### config.mk
export PLATFORM = sky130hd
export DESIGN_NAME = lc3_fetch
export DESIGN_NICKNAME = d
export VERILOG_FILES = /design/src/rtl/lc3_pkg.sv /design/src/rtl/lc3_fetch_timer.sv /design/src/rtl/lc3_fetch.sv
export SDC_FILE = /design/constraint.sdc
export NUM_CORES = 1
export LEC_CHECK = 0
export CAP_MARGIN = 20
export CORE_ASPECT_RATIO = 0.5
export CORE_MARGIN = 2
export CORE_UTILIZATION = 25
export DETAILED_ROUTE_END_ITERATION = 6
export DONT_BUFFER_PORTS = 1
export GPL_ROUTABILITY_DRIVEN = 0
export PLACE_DENSITY = 0.49
export REMOVE_ABC_BUFFERS = 1
export SYNTH_ARGS = -nofsm -noshare
export SYNTH_HDL_FRONTEND = slang
export SYNTH_HIERARCHICAL = 1
export SYNTH_SLANG_ARGS = --single-unit
export TNS_END_PERCENT = 10
### constraint.sdc
create_clock -name clk -period 2.29 [get_ports clk]
set_input_delay 0.458 -clock clk [delete_from_list [all_inputs] [get_ports clk]]
set_output_delay 0.458 -clock clk [all_outputs]
set_load 0.05 [all_outputs]
### src/rtl/lc3_pkg.sv
// rtl/lc3_pkg.sv - shared types and constants for the LC-3 fetch sequencer
package lc3_pkg;

  localparam int WORD_W = 16;

  typedef enum logic [1:0] {
    PC_MUX_INC = 2'b00,
    PC_MUX_BUS = 2'b01,
    PC_MUX_JMP = 2'b10
  } pc_mux_t;

  typedef enum logic [2:0] {
    ST_IDLE,
    ST_ADDR,
    ST_MEM,
    ST_DRAIN,
    ST_HOLD
  } fetch_state_t;

endpackage

### src/rtl/lc3_fetch_timer.sv
// rtl/lc3_fetch_timer.sv - memory-wait counter with WAIT_MAX-reached flag
module lc3_fetch_timer #(
  parameter int WAIT_MAX = 255
) (
  input  logic clk,
  input  logic rst_n,
  input  logic clr,
  input  logic en,
  output logic hit
);

  localparam int CW = $clog2(WAIT_MAX + 1);

  logic [CW-1:0] count;

  assign hit = (count == CW'(WAIT_MAX));

  // Saturates at WAIT_MAX; the FSM leaves MEM/DRAIN in that cycle anyway.
  always_ff @(posedge clk or negedge rst_n) begin
    if (!rst_n) begin
      count <= '0;
    end else if (clr) begin
      count <= '0;
    end else if (en && !hit) begin
      count <= count + 1'b1;
    end
  end

endmodule

### src/rtl/lc3_fetch.sv
// rtl/lc3_fetch.sv - LC-3 instruction-fetch sequencer (PC increment, memory read, IR hold)
module lc3_fetch
  import lc3_pkg::*;
#(
  parameter int WAIT_MAX = 255
) (
  input  logic              clk,
  input  logic              rst_n,
  input  logic              fetch_go,
  input  logic              flush,
  input  logic [WORD_W-1:0] pc_in,
  output logic              ld_pc,
  output logic [1:0]        pc_mux,
  output logic              mem_req,
  output logic [WORD_W-1:0] mem_addr,
  input  logic              mem_rdy,
  input  logic [WORD_W-1:0] mem_rdata,
  output logic [WORD_W-1:0] ir,
  output logic [WORD_W-1:0] ir_pc,
  output logic              ir_valid,
  input  logic              ir_ack,
  output logic              busy,
  output logic              fetch_err
);

  fetch_state_t      state, nxt;
  logic [WORD_W-1:0] mar;
  logic              tmr_clr, tmr_en, tmr_hit;
  logic              capture, timeout;

  lc3_fetch_timer #(.WAIT_MAX(WAIT_MAX)) u_timer (
    .clk   (clk),
    .rst_n (rst_n),
    .clr   (tmr_clr),
    .en    (tmr_en),
    .hit   (tmr_hit)
  );

  // A returning word always wins over the timeout; timeout wins over flush
  // so a dead memory is not waited on again from DRAIN.
  always_comb begin
    nxt     = state;
    capture = 1'b0;
    timeout = 1'b0;
    unique case (state)
      ST_IDLE:  if (!flush && fetch_go) nxt = ST_ADDR;
      ST_ADDR:  nxt = flush ? ST_IDLE : ST_MEM;
      ST_MEM: begin
        if (mem_rdy) begin
          nxt     = flush ? ST_IDLE : ST_HOLD;
          capture = !flush;
        end else if (tmr_hit) begin
          nxt     = ST_IDLE;
          timeout = 1'b1;
        end else if (flush) begin
          nxt = ST_DRAIN;
        end
      end
      ST_DRAIN: if (mem_rdy || tmr_hit) nxt = ST_IDLE;
      ST_HOLD: begin
        if (flush)       nxt = ST_IDLE;
        else if (ir_ack) nxt = fetch_go ? ST_ADDR : ST_IDLE;
      end
      default:  nxt = ST_IDLE;
    endcase
  end

  assign tmr_clr = ((nxt == ST_MEM) && (state != ST_MEM)) ||
                   ((nxt == ST_DRAIN) && (state != ST_DRAIN));
  assign tmr_en  = ((state == ST_MEM) || (state == ST_DRAIN)) && !mem_rdy;

  assign mem_addr = mar;
  assign pc_mux   = PC_MUX_INC;

  // Outputs are registered from the next state so they align with the state they decode.
  always_ff @(posedge clk or negedge rst_n) begin
    if (!rst_n) begin
      state     <= ST_IDLE;
      mar       <= '0;
      ir        <= '0;
      ir_pc     <= '0;
      ld_pc     <= 1'b0;
      mem_req   <= 1'b0;
      ir_valid  <= 1'b0;
      busy      <= 1'b0;
      fetch_err <= 1'b0;
    end else begin
      state     <= nxt;
      ld_pc     <= (nxt == ST_ADDR);
      mem_req   <= (nxt == ST_MEM) || (nxt == ST_DRAIN);
      busy      <= (nxt == ST_ADDR) || (nxt == ST_MEM) || (nxt == ST_DRAIN);
      ir_valid  <= (nxt == ST_HOLD);
      fetch_err <= timeout;
      if (state == ST_ADDR) mar <= pc_in;
      if (capture) begin
        ir    <= mem_rdata;
        ir_pc <= mar;
      end
    end
  end

endmodule

**Word level (Yosys, flattened, before mapping)**

Cells that the tools add are included.

- Register bits: 64
- Output and inout port bits: 55
- Logic and storage cells: 56

- Add/subtract/negate cells: 1
- Equal/unequal tests: 11
- Mux-type cells: 18
- Reduce and logical (&&, ||, !) cells: 16

Operators with widths:

| kind | number |
|---|---|
| 3-bit two-way mux | 8 |
| 8-bit two-way mux | 2 |
| 3-bit one-hot mux with 5 select lines | 1 |
| 3-bit by 2-bit == test with 1-bit output, second input constant | 4 |
| 8-bit by 1-bit adder with 8-bit output, second input constant | 1 |
| 8-bit == test, second input constant | 1 |
| 3-bit by 1-bit == test with 1-bit output, second input constant | 2 |
| 3-bit == test, second input constant | 2 |
| 1-bit logical OR | 6 |
| 1-bit two-way mux | 6 |
| 3-bit by 2-bit != test with 1-bit output, second input constant | 2 |
| 1-bit logical AND | 5 |
| 1-bit logical NOT | 3 |
| 3-bit logical NOT | 1 |
| 2-bit two-way mux | 1 |
| 2-bit nonzero test | 1 |

**Logic depth before layout (Yosys ltp)**

- Depth in word-level cells: 8
- Gate-level depth with buffers: 9

**By module**

The synthesis kept the hierarchy.

Modules (own cells, without submodules):

| module | instances | cells an instance | area each (um^2) | seq. area each (um^2) |
|---|---|---|---|---|
| lc3_fetch | 1 | 135 | 2,169.6 | 1,401.3 |
| lc3_fetch_timer | 1 | 47 | 469.2 | 200.2 |

**Least setup slack after synthesis**

Ideal clock, no wire load.

- Path kind: flip-flop to flip-flop
- From: register u_timer.count[0]
- To: register u_timer.count[0]
- Setup time: 0.125 ns
- Data arrival time: 2.038 ns
- Slack: 0.127 ns
- Cell stages (with the launch flop): 10
- Path buffers: 1
- Clock period less this slack: 2.163 ns
- Path through: dfrtp_1 -> ha_1 -> and4_4 -> and2_2 -> nor3b_1 -> a31oi_1 -> nor2_1 -> clkbuf_1 -> nor2b_1 -> mux2_4

- Word-level cells in the longest chain between the ends: 8

RTL lines:

| element | RTL line | text |
|---|---|---|
| start, declared | lc3_fetch_timer.sv:14 | `logic [CW-1:0] count;` |
| start signal, assigned | lc3_fetch_timer.sv:25 | `count <= count + 1'b1;` |
| 8-bit == test * | lc3_fetch_timer.sv:16 | `assign hit = (count == CW'(WAIT_MAX));` |
| via tmr_hit | lc3_fetch.sv:28 | `logic tmr_clr, tmr_en, tmr_hit;` |
| 3-bit two-way mux / 1-bit logical OR (equally long branches) | lc3_fetch.sv:52, lc3_fetch.sv:59 |  |
| 3-bit two-way mux, on equally long branches | lc3_fetch.sv:49, lc3_fetch.sv:59 |  |
| 3-bit one-hot mux with 5 select lines * | lc3_fetch.sv:45 | `unique case (state)` |
| 3-bit by 2-bit == test with 1-bit output, on equally long branches | lc3_fetch.sv:68, lc3_fetch.sv:69 |  |
| 1-bit logical AND, on equally long branches | lc3_fetch.sv:68, lc3_fetch.sv:69 |  |
| 1-bit logical OR * | lc3_fetch.sv:68 | `assign tmr_clr = ((nxt == ST_MEM) && (state != ST_MEM)) \|\|` |
| via tmr_clr | lc3_fetch.sv:28 |  |
| 8-bit two-way mux / 2-bit nonzero test (equally long branches) | -- |  |

The timed path passes the listed nets; every way through them passes the cells marked *. The select of a mux whose other input is x is not followed.
A chain may end at the register's enable or synchronous reset.

**Worst setup path after layout**

Same ends and word-level chain as after synthesis.

==> summary.md <==
| Metric | Value |
|---|---|
| Top area cells in the synthesized netlist | dfrtp_1 (61%), mux2_2 (20%), buf_6 (1.3%) |
| Dominant cell type by area after synthesis | dfrtp_1 |
| Clk Latency, worst-skew pair | 0.33 ns |
| Mapped cell area | 2639 µm² |
| Delay-heaviest family, CP | simple AND/OR/NAND/NOR gates |
| Fin Setup TNS | 0 ns |
| CTS tree | built |
| Multi-input gate area | 969.7 µm² |
| Via count of the first global-routing pass | 1535 |
| Syn Inst Count | 182 |
| Mean cell area of the mapped netlist | 14.50 µm² |
| Fillers | 1024 |
| Crit Path Category | reg -> reg |
| GR Util met3 | 4.371% |
| Cts bufs inserted | 9 |
| Clk pin slew, worst setup/hold paths | 0.05 ns |
| Final period util | 91.09% |
| Initial Utilization | 25.75% |
| GRT busiest layer | met2 |
| Die Y | 76.65 µm |
| Sequential area share after synthesis | 60.69% |
| TritonCTS Sinks | 64 |
| Max-slew violation count | 0 |
| Core area | 10250 µm² |
| IO Port Bufs | 0 |
| Max-Cap Viols | 0 |
| Commonest non-fill, non-tap cell in the layout | dfrtp_1 |
| Status | completed |
| Reg area | 1602 µm² |
| # nets final | 229 |
| Clock Skew | 0.005303 ns |
| RSZ-0062 raised after global routing | false |
| Post-detail-place hpwl | 3457 µm |
| Critical path launch point type | register |
| Initial antenna violation count | 0 |
| Crit end category | register |
| Root Driver | clkbuf_16 |
| Final setup fails | 0 |
| Post-DRT Antenna Nets | 0 |
| I/O pin cnt | 93 |
| DR WL/cell | 14.89 µm |
| Slowest CP cell | dfrtp_1 |
| Final WL | 4989 µm |
| Actual slew at the worst max-slew pin | 0.5151 ns |
| GRT Total Usage | 9.512% |
| Max stage delay on crit path | 0.41 ns |
| Ratio of cells with drive above 1 in the final layout | 38.97% |
| CP Data Arrival Time | 2.30 ns |
| Synth top area share | 60.69% |
| Final hold vios | 0 |
| First DRT Iteration DRCs | 110 |
| Post-DR vias/cell | 4.296 |
| First-pass GRT wire length | 8183 µm |
| Die X | 149.3 µm |
| Final hold slack | 0.004502 ns |
| Drt pass-1 iters | 4 |
| Deepest clock path buffer count | 2 |
| Vias | 1439 |
| Achievable clock frequency | 479.4 MHz |
| Total global routing overflow | 0 |
| Layout area overhead | 18.21% |
| Critical path buffers and inverters | 1 |
| Post-synth cell types | 36 |
| Final Critical Period | 2.086 ns |
| H-tree Lvls | 3 |
| Critical Path RT | 2.50 ns |
| Most frequent cells in the layout | dfrtp_1 (64), mux2_2 (48), clkbuf_16 (9) |
| Met1 global-route usage | 10.49% |
| Largest net degree at the start of global routing | 65 |
| Post-route DRC | 0 |
| Yosys Warn Count | 6 |
| Area of the die | 11440 µm² |
| GRT met2 Usage | 15.62% |
| Yosys reg bits | 64 |
| Max-slew headroom | 65.66% |
| Row count | 26 |
| Worst-path fanout max | 11 |
| ANT cells | 0 |
| Worst Hold Class | in -> async |
| Cell Chain, Critical Path | ha_1 -> and4_4 -> and2_2 -> nor3b_2 -> a31oi_1 -> nor2_1 -> buf_4 -> nor2b_1 -> mux2_4 |
per-stage QoR:
| stage | util [%] | instance area [µm²] | cells | setup slack (ns) |
|---|---|---|---|---|
| 6_report | 30.44 | 3119 | 335 | 0.2041 |
| 3_3_place_gp | 27.20 | 2788 | 318 | 0.1942 |
| 3_5_place_dp | 27.20 | 2788 | 318 | 0.1649 |
| 4_1_cts | 30.39 | 3114 | 335 | 0.1495 |
| 2_1_floorplan | - | 2577 | 175 | 0.1185 |
| 5_1_grt | 30.44 | 3119 | 335 | 0.06339 |
path summary, 6_finish.rpt:
kind / from / end / slack [ns] / depth (start not counted)
max: u_timer/count[0]$_DFFE_PN0P_ / u_timer/count[0]$_DFFE_PN0P_ / 0.20 / 9
min: rst_n / ir_pc[3]$_DFFE_PN0P_ / 0.005 / 1
max reg2reg: u_timer/count[0]$_DFFE_PN0P_ / u_timer/count[0]$_DFFE_PN0P_ / 0.20 / 9
min reg2reg: u_timer/count[5]$_DFFE_PN0P_ / u_timer/count[5]$_DFFE_PN0P_ / 0.56 / 1
max in group asynchronous: rst_n / ir[14]$_DFFE_PN0P_ / 2.01 / 1
min in group clk: mem_rdata[0] / ir[0]$_DFFE_PN0P_ / 0.28 / 1
flip-flops by register name, summed over array words and instances, names as in the netlist:
register / cells
busy: 1
fetch_err: 1
ir: 16
ir_pc: 16
ir_valid: 1
ld_pc: 1
mem_addr: 16
mem_req: 1
state: 3
u_timer/count: 8
layer usage:
| metal | vias up | wire, µm |
|---|---|---|
| met5 | - | 0 |
| li1 | 666 | - |
| met1 | 730 | 2070 |
| met3 | 12 | 229 |
| met4 | 0 | 98 |
| met2 | 31 | 2590 |
layout make-up:
class	instances	share of cell area, %
Multi-Input combinational cell	108	31.09
Inverter	3	0.3610
Timing Repair Buffer	4	2.006
Clock inverter	5	1.805
Clock buffer	11	7.782
Sequential cell	64	51.34
Tap cell	140	5.616
kinds of logic (layout without fill, tap and decap cells):
group,after synthesis,in the layout,synth area share [%]
multiplexers,51,51,21.86
other,1,2,0.1421
AND/OR/NAND/NOR,38,38,9.815
flip-flops,64,64,60.69
AO/OA/AOI/OAI,16,16,4.125
buffers and inverters,11,23,2.892
adder cells (fa/ha/maj),1,1,0.4741
synthesized netlist by cell type (all sizes together):
cell type and n:
a211oi 4, a21boi 1, a21oi 3, a31oi 3, and2 3, and3 2
and4 2, buf 7, clkbuf 1, conb 1, dfrtp 64, ha 1
inv 3, mux2 50, mux2i 1, nand2 3, nand2b 4, nand3 3
nand3b 1, nand4 2, nand4b 1, nor2 7, nor2b 2, nor3 4
nor3b 3, nor4b 1, o21ai 2, o21bai 2, o41ai 1
what timing repair did:
item	CTS	global route
hold endpoints to repair	64	0
hold buffers	1	0
resized for setup	0	1
endpoints found under the setup margin	0	2
buffers inserted	0	0
Power is not shown: default switching activity piles up to over one toggle a cycle in this logic, so the estimate is an artifact.
